==> config.mk <==
export PLATFORM = sky130hd
export DESIGN_NAME = clk_gate_ctrl
export DESIGN_NICKNAME = d
export VERILOG_FILES = /design/src/rtl/clk_gate_ctrl.sv
export SDC_FILE = /design/constraint.sdc
export NUM_CORES = 1
export LEC_CHECK = 0
export ABC_CLOCK_PERIOD_IN_PS = 3680
export BUFFER_PORTS_ARGS = -buffer_cell sky130_fd_sc_hd__clkbuf_2
export CORE_AREA = 4 4 41 43
export CTS_CLUSTER_DIAMETER = 120
export DETAILED_ROUTE_END_ITERATION = 8
export DIE_AREA = 0 0 45 47
export PLACE_DENSITY = 0.76
export RECOVER_POWER = 50
export SLEW_MARGIN = 10
export SYNTH_ARGS = -nofsm -noshare
export SYNTH_HDL_FRONTEND = slang
export SYNTH_SLANG_ARGS = --single-unit
==> constraint.sdc <==
create_clock -name CLK -period 3.68 [get_ports CLK]
set_clock_uncertainty 0.05 [all_clocks]
set_input_delay 0.368 -clock CLK [delete_from_list [all_inputs] [get_ports CLK]]
set_output_delay 0.368 -clock CLK [all_outputs]
set_load 0.02 [all_outputs]
==> src/rtl/clk_gate_ctrl.sv <==
// Sequencer for the clock-gating cell of a shared gated-clock domain: round-robin
// grant, programmable wake-up delay, registered enable. Optional idle hold: CG_IDLE_HOLD_EN.
module clk_gate_ctrl #(
  parameter int NUM_REQ     = 2,
  parameter int WAKE_CYCLES = 2,
  parameter int HOLD_CYCLES = 4,
  parameter int CNT_W       = 4
) (
  input  logic               CLK,
  input  logic               RST,
  input  logic [NUM_REQ-1:0] REQ,
  input  logic [NUM_REQ-1:0] DONE,
  input  logic               FORCE_ON,
  output logic [NUM_REQ-1:0] GNT,
  output logic               CLK_EN,
  output logic               BUSY
);

  localparam int PTR_W = $clog2(NUM_REQ);

  // Reject illegal configurations at elaboration rather than misbehave in silicon.
  if (NUM_REQ < 2 || NUM_REQ > 8) begin : g_bad_num_req
    $error("clk_gate_ctrl: NUM_REQ must be 2..8");
  end
  if (WAKE_CYCLES < 1 || HOLD_CYCLES < 1) begin : g_bad_cycles
    $error("clk_gate_ctrl: WAKE_CYCLES and HOLD_CYCLES must be >= 1");
  end
  if ((2 ** CNT_W) <= WAKE_CYCLES || (2 ** CNT_W) <= HOLD_CYCLES) begin : g_bad_cnt_w
    $error("clk_gate_ctrl: CNT_W too narrow for WAKE_CYCLES/HOLD_CYCLES");
  end

  typedef enum logic [2:0] {
    S_IDLE,
    S_WAKE,
    S_GRANT,
    S_ARB
`ifdef CG_IDLE_HOLD_EN
    , S_HOLD
`endif
  } state_t;

  state_t             state_q, state_d;
  logic [CNT_W-1:0]   cnt_q, cnt_d;
  logic [PTR_W-1:0]   ptr_q, ptr_d;
  logic [NUM_REQ-1:0] gnt_q, gnt_d;
  logic               en_q, en_d;
  logic               clk_en_q;
  logic               busy_q;
  logic [NUM_REQ-1:0] rr_pick;

  // First requester found searching from the one after the last winner, with wrap.
  function automatic logic [NUM_REQ-1:0] rr_select(input logic [NUM_REQ-1:0] req,
                                                   input logic [PTR_W-1:0]   ptr);
    logic [NUM_REQ-1:0] pick;
    logic               found;
    int                 idx;
    pick  = '0;
    found = 1'b0;
    for (int i = 1; i <= NUM_REQ; i++) begin
      idx = (int'(ptr) + i) % NUM_REQ;
      if (!found && req[idx[PTR_W-1:0]]) begin
        pick[idx[PTR_W-1:0]] = 1'b1;
        found                = 1'b1;
      end
    end
    return pick;
  endfunction

  function automatic logic [PTR_W-1:0] onehot_to_idx(input logic [NUM_REQ-1:0] oh);
    logic [PTR_W-1:0] idx;
    idx = '0;
    for (int i = 0; i < NUM_REQ; i++) begin
      if (oh[i]) idx = PTR_W'(i);
    end
    return idx;
  endfunction

  assign rr_pick = rr_select(REQ, ptr_q);

  always_comb begin
    // NOTE: every signal gets a default first so no path through the case leaves
    // one unassigned, which is what would otherwise infer a latch.
    state_d = state_q;
    cnt_d   = cnt_q;
    ptr_d   = ptr_q;
    gnt_d   = gnt_q;
    en_d    = en_q;

    unique case (state_q)
      S_IDLE: begin
        gnt_d = '0;
        en_d  = 1'b0;
        if (|REQ) begin
          state_d = S_WAKE;
          en_d    = 1'b1;
          cnt_d   = '0;
        end
      end

      S_WAKE: begin
        en_d = 1'b1;
        if (cnt_q == CNT_W'(WAKE_CYCLES - 1)) begin
          if (|REQ) begin
            state_d = S_GRANT;
            gnt_d   = rr_pick;
            ptr_d   = onehot_to_idx(rr_pick);
          end else begin
            state_d = S_ARB;
          end
        end else begin
          cnt_d = cnt_q + 1'b1;
        end
      end

      S_GRANT: begin
        // Only the holder's DONE releases the grant; REQ dropping is not a release.
        if (|(DONE & gnt_q)) begin
          state_d = S_ARB;
          gnt_d   = '0;
        end
      end

      S_ARB: begin
        gnt_d = '0;
        en_d  = 1'b1;
        if (|REQ) begin
          state_d = S_GRANT;
          gnt_d   = rr_pick;
          ptr_d   = onehot_to_idx(rr_pick);
        end else begin
`ifdef CG_IDLE_HOLD_EN
          state_d = S_HOLD;
          cnt_d   = '0;
`else
          state_d = S_IDLE;
          en_d    = 1'b0;
`endif
        end
      end

`ifdef CG_IDLE_HOLD_EN
      S_HOLD: begin
        en_d = 1'b1;
        // Clock is still running, so a new request skips the wake-up delay.
        if (|REQ) begin
          state_d = S_GRANT;
          gnt_d   = rr_pick;
          ptr_d   = onehot_to_idx(rr_pick);
        end else if (cnt_q == CNT_W'(HOLD_CYCLES - 1)) begin
          state_d = S_IDLE;
          en_d    = 1'b0;
        end else begin
          cnt_d = cnt_q + 1'b1;
        end
      end
`endif

      default: begin
        state_d = S_IDLE;
        gnt_d   = '0;
        en_d    = 1'b0;
      end
    endcase
  end

  // NOTE: state is updated with non-blocking assignments so every register samples
  // pre-edge values regardless of statement order.
  always_ff @(posedge CLK) begin
    if (RST) begin
      state_q  <= S_IDLE;
      cnt_q    <= '0;
      ptr_q    <= PTR_W'(NUM_REQ - 1);
      gnt_q    <= '0;
      en_q     <= 1'b0;
      // The debug override keeps the gated clock alive even through reset.
      clk_en_q <= FORCE_ON;
      busy_q   <= 1'b0;
    end else begin
      state_q  <= state_d;
      cnt_q    <= cnt_d;
      ptr_q    <= ptr_d;
      gnt_q    <= gnt_d;
      en_q     <= en_d;
      clk_en_q <= en_d | FORCE_ON;
      busy_q   <= (state_d != S_IDLE);
    end
  end

  assign GNT    = gnt_q;
  assign CLK_EN = clk_en_q;
  assign BUSY   = busy_q;

endmodule
# Word level (Yosys, flattened, before mapping)
# Index checks and enable logic that the tools add are counted.
# totals
regBits	13
inputBits	7
elab_cells	72
# op_classes
n_addsub	3
magnitude_cmp	4
eq_ne	9
n_mux	32
n_bitwise	3
n_reduce_logical	14
# op_table
operator	n
2-to-1 mux 2 bit	7
2-to-1 mux 1 bit	13
case mux 3 bit (4 select lines)	1
!= test 2 bit (second input constant)	5
2-to-1 mux 3 bit	3
2-to-1 mux 4 bit	2
case mux 4 bit (2 select lines)	1
equality test 3 x 2 -> 1 bit (second input constant)	2
case mux 2 bit (3 select lines)	1
AND reduction 3 bit	2
OR reduction 2 bit	3
adder 4 x 1 -> 4 bit (second input constant)	1
equality test 4 x 1 -> 1 bit (second input constant)	1
less-than comparator 1 x 2 -> 1 bit (second input constant)	2
nonzero test 2 bit	2
equality test 3 x 1 -> 1 bit (second input constant)	1
logical AND 1 bit	3
logical NOT 3 bit	1
case mux 1 bit (3 select lines)	1
nonzero test 3 bit	1
adder 1 bit (second input constant)	2
AND 2 bit	1
demux 1 bit (select 1 bit)	2
>= comparator 1 bit (second input constant)	2
other kinds (5)	5

# Depth between registers and ports, before layout
# Gate-level depths: netlist of the first run.
# logic_depth
word_depth	12
ltp_mapped	6

# Worst setup path after synthesis of the first run
# Ideal clock, no wire load.
# synth_timing
path_kind	reg-to-reg
start	reg cnt_q[0]
end	reg ptr_q
arrival_ns	1.221
required_time_ns	3.505
slack_ns	2.284
path_stages_with_launch	5
n_path_buf	0
cell_sequence	dfxtp_1 ha_1 nor3b_4 nor2_1 o41a_1
# synth_via
elab_chain_len	3
# synth_lines
item	line	rtl
start: declaration	43	logic [CNT_W-1:0] cnt_q, cnt_d;
start signal: assignment	180	cnt_q <= cnt_d;
equality test 4 x 1 -> 1 bit	102	if (cnt_q == CNT_W'(WAKE_CYCLES - 1)) begin
!= test 2 bit (no source line)	n/a	
AND reduction 2 bit (no source line)	n/a	
end signal: assignment	172	ptr_q <= PTR_W'(NUM_REQ - 1);
end signal: assignment	181	ptr_q <= ptr_d;
end: declaration	44	logic [PTR_W-1:0] ptr_q, ptr_d;
# Every way passes these cells.
# A chain may end at the register's enable or synchronous reset.

# Worst setup path after layout of the first run
# Ends and elaborated chain as after synthesis.

==> run metrics, run 1 <==
# Max-Cap Violations=0; Cells after Synth=72; period utilisation layout=51.5%; NetSw=0.0659 mW; WS Path Type=register to register; number of global-route vias before repair=495; n_diodes=0; Post-Syn Area=648 um^2; Die W=45 um; max-slew violation count=0; root buffer cell=clkbuf_4; Routed wire per std cell=12.5 um; Startpoint Class=register; core area=1300 um^2; Yosys warnings=0; Core Rows=13; layout cell share with drive strength beyond 1=15.7%; Mapped Avg Cell Area=9.00 um^2; final-stage net count=93; worst rel slew slack=54.2%; Starting DRT DRC Count=9; GPL Wtd Cong=0.773; P per Cell Area=371 nW/um^2; # hold bufs at CTS=0; final setup vio count=0; Die Height=47 um; FF+latch count, synth=13; Antenna Nets Post-Route=0; DR vias=546; Int Pwr=0.199 mW; WHS=0.239 ns; Sw Share=24.9%; largest net degree at the start of global routing=14; Worst R2R Path Depth=4; Num CTS Buffers=3; CTS tree=done; most common cell after layout, fill and taps aside=dfxtp_1; Worst Path Required=3.80 ns; Setup crit end kind=register; sequential power share=56.6%; area of the multi-input gates=352 um^2; Util after Layout=54.8%; worst hold-check path type=primary input to register; RSZ-0062 raised after global routing=no; Worst-Margin Slew=0.686 ns; Initial Util=49.8%; Hold Vio Cnt, Final=0; worst hold path cell count=2; DRC=0; Clock Latency Late Sink=0.28 ns; CP arrival=2.01 ns; IO Pins=11; TNS Setup=0 ns; post-synth cell types=33; Tot GR Track Use=14.6%; Clock Power Share=32.8%; total wire length=1220 um; CTS resizes=0; most frequent cells in the layout=dfxtp_1, nor3_1, nor2_1, clkbuf_2, clkbuf_1; DR vias/cell=5.57; Fmax=527 MHz; Buffers on Ports=10; Bufs on Longest Clock Path=2; H-tree Lvls=1; total gr overflow=0; Post-Syn Nets=81; worst vdd ir=0.215 mV; DP Wirelength=934 um; Die ar.=2120 um^2; Leak=0.269 nW; total clock sinks=13; fillers=133; crit path max fanout=6; DR pass1 iterations=3; initial antenna violation count=0; register area=260 um^2; fin crit period=1.90 ns; Post-CTS Setup Bufs=0; share of the yosys chip area belonging to registers=40.2%; outcome=finished, final reports clean; first-pass GRT wire length=2130 um; Worst-path clk slew=0.07 ns; Pwr Total=0.265 mW; Comb power frac=10.6%; Synth-to-Final Area Change=10.0%
## Yosys cell counts (all sizes together)
library cell	instances	area (um^2)
a211oi	1	7.51
a21oi	4	20.0
a22oi	2	15.0
a311o	1	10.0
a311oi	1	8.76
a31o	2	17.5
and2b	2	15.0
and3	1	6.26
buf	2	10.0
clkbuf	1	3.75
conb	1	3.75
dfxtp	13	260
ha	2	25.0
inv	3	11.3
mux2	1	11.3
nand2	3	11.3
nand2b	3	18.8
nand3	2	10.0
nor2	7	28.8
nor3	6	30.0
nor3b	1	18.8
nor4	1	6.26
nor4b	1	15.0
o21ai	3	15.0
o21ba	1	16.3
o22ai	2	12.5
o31ai	1	7.51
o41a	1	11.3
or2	1	6.26
or3	1	6.26
xnor2	1	8.76
## critical path: stages (launching register included)
cell	delay (ns)
dfxtp_1	0.42
ha_1	0.18
nor3b_1	0.57
nor2_1	0.16
o41a_1	0.40
## sequential cells by signal, indices dropped and copies added, names as in the netlist
name,flops
en_q,1
CLK_EN,1
cnt_q,4
BUSY,1
GNT,2
state_q,3
ptr_q,1
## routing by layer
layer / up-vias / global-route usage (%) / routed length (um)
met3: 5 / 3.45 / 34
met5: - / 0 / 0
met2: 8 / 22.6 / 606
met1: 248 / 17.1 / 538
li1: 285 / - / -
met4: 0 / 12.3 / 41
## worst paths after layout
path / startpoint / endpoint / slack, ns
max: cnt_q[0] / ptr_q / 1.78
min: FORCE_ON / CLK_EN / 0.24
max reg2reg: cnt_q[0] / ptr_q / 1.78
min reg2reg: GNT[0] / GNT[0] / 0.46
## metrics by stage
stage	cells	cell area [um^2]	setup WS, ns
after floorplan	72	648	2.28
after global placement	94	703	2.19
after detailed placement	94	703	2.11
after CTS	98	729	2.10
after global routing	98	713	1.59
final	98	713	1.78
## cells by family (layout without fill, tap and decap cells)
family | Yosys count | after routing | synth area share, %
xor+xnor | 1 | 1 | 1.35
compound gates | 19 | 19 | 21.8
other cells | 1 | 1 | 0.579
simple gates | 29 | 29 | 26.6
fa+ha+maj | 2 | 2 | 3.86
mux | 1 | 1 | 1.74
buf+inv | 6 | 17 | 3.86
flops | 13 | 13 | 40.2
## area by class of cell
class	count	area share, %
Multi-Input combinational cell	53	49.3
Inverter	3	1.58
Timing Repair Buffer	10	6.32
Clock buffer	4	3.68
Sequential cell	13	36.5
Tap cell	15	2.63
## power groups by stage
stage,Clock (mW),Combinational (mW),Sequential [mW]
floorplan,0,0.0201,0.152
global placement,0,0.0285,0.153
detailed placement,0,0.0292,0.153
CTS,0.0907,0.0294,0.150
global route,0.100,0.0314,0.151
finish,0.0868,0.0280,0.150
(Power assumes the default switching activity.)
==> inputs of run 2 (changes only) <==
ABC_CLOCK_PERIOD_IN_PS = 2000   (was 3680)
clock period = 2 ns   (was 3.68 ns; I/O delays follow)
==> run 2 against run 1 <==
Effect of this change: die area stayed put; flip-flop and latch count unchanged; worst setup slack got worse by 1.4 ns; via count is 0.55% higher; first-iteration DRC count is 44% lower; routed wire length is 1.2% higher; fmax rose by 21%; sequential share of layout area fell by 0.57 points; global-route usage is 0.37 points lower; largest power group unchanged; highest routed layer unchanged.
==> run metrics, run 2 (same netlist as run 1, synthesis figures left out) <==
IO Pins=11; worst vdd ir=0.393 mV; Tot GR Track Use=14.2%; reg-to-reg slack, setup=0.43 ns; WS Path Type=register to register; Fmax=637 MHz; core area=1300 um^2; Inst Count DP=94; Biggest register=cnt_q; worst hold-check path type=primary input to register; DR pass1 iterations=4; fillers=128; most frequent cells in the layout=dfxtp_1, nor3_1, nor2_1, clkbuf_2, clkbuf_1; DP Wirelength=940 um; fin area=724 um^2; first-pass GRT wire length=2110 um; DR vias=549; final setup vio count=0; Worst Setup EP=GNT[0]; most common cell after layout, fill and taps aside=dfxtp_1; layout cell share with drive strength beyond 1=16.9%; n_diodes=0; total wire length=1240 um; CP arrival=1.69 ns; RSZ-0062 raised after global routing=no; root buffer cell=clkbuf_4; pre-CTS setup slack=0.481 ns; CTS tree=done; # hold bufs at CTS=0; Core Rows=13; largest net degree at the start of global routing=14; Worst-path clk slew=0.07 ns; Starting DRT DRC Count=5; final setup margin=0.431 ns; WHS=0.0777 ns; Die Height=47 um; Post-CTS Setup Bufs=0; period utilisation layout=78.4%; Num CTS Buffers=3; Initial Util=49.8%; Leak=0.271 nW; total gr overflow=0; Hold Vio Cnt, Final=0; TNS Setup=0 ns; reg2reg end=GNT[0]; Worst R2R Path Depth=5; initial antenna violation count=0; GPL Wtd Cong=0.773; Setup crit end kind=register; # Max-Cap Violations=0; max-slew violation count=0; Startpoint Class=register; Largest register FFs=4; Synth-to-Final Area Change=11.8%; Worst setup startpoint=cnt_q[0]; Routed wire per std cell=12.6 um; min-delay src=FORCE_ON; CTS resizes=0; fin cells=98; final-stage net count=93; crit path max fanout=6; Die ar.=2120 um^2; Pwr Total=0.486 mW; Worst Path Required=2.12 ns; Bufs on Longest Clock Path=2; DRC=0; worst r2r src=cnt_q[0]; H-tree Lvls=1; Util after Layout=55.7%; total clock sinks=13; P per Cell Area=671 nW/um^2; outcome=finished, final reports clean; Clock Latency Late Sink=0.27 ns; Die W=45 um; fin crit period=1.57 ns; Buffers on Ports=10; Antenna Nets Post-Route=0; placed cell areas=703 um^2; DR vias/cell=5.60; number of global-route vias before repair=512
==> run 2: how the worst min path moves through the flow <==
stage                         to  slack, ns  cells past startpoint
after floorplan           CLK_EN       0.25                      1
after global placement    CLK_EN       0.33                      2
after global routing      CLK_EN       0.07                      2
final                     CLK_EN       0.08                      2
after CTS                 CLK_EN       0.08                      2
after detailed placement  CLK_EN       0.36                      2
==> run 2: critical path, cell delays in order (launching register included) <==
cell and delay (ns):
dfxtp_1 0.41, ha_1 0.17, nor3b_4 0.31, and2b_1 0.20
o22ai_1 0.10, a31o_1 0.24
==> run 2: cell type report <==
cell class	instances	area, um^2	area share, %
clock buffers	4	26.3	3.63
inverters	3	11.3	1.55
well taps	15	18.8	2.59
flip-flops and latches	13	260	35.9
multi-input cells	53	363	50.1
repair buffers	10	45.0	6.22
==> run 2: report_power, final <==
group | internal [mW] | total [mW] | switching, mW
registers | 0.266 | 0.276 | 0.00938
logic | 0.0232 | 0.0534 | 0.0302
clock network | 0.0773 | 0.157 | 0.0794
total | 0.367 | 0.486 | 0.119
==> run 2: routing by layer <==
layer  vias up  GRT usage, %  wire length, um
li1        283             -                -
met1       247          16.2              535
met2        12          21.8              610
met3         7          4.60               44
met4         0          11.7               46
met5         -             0                0
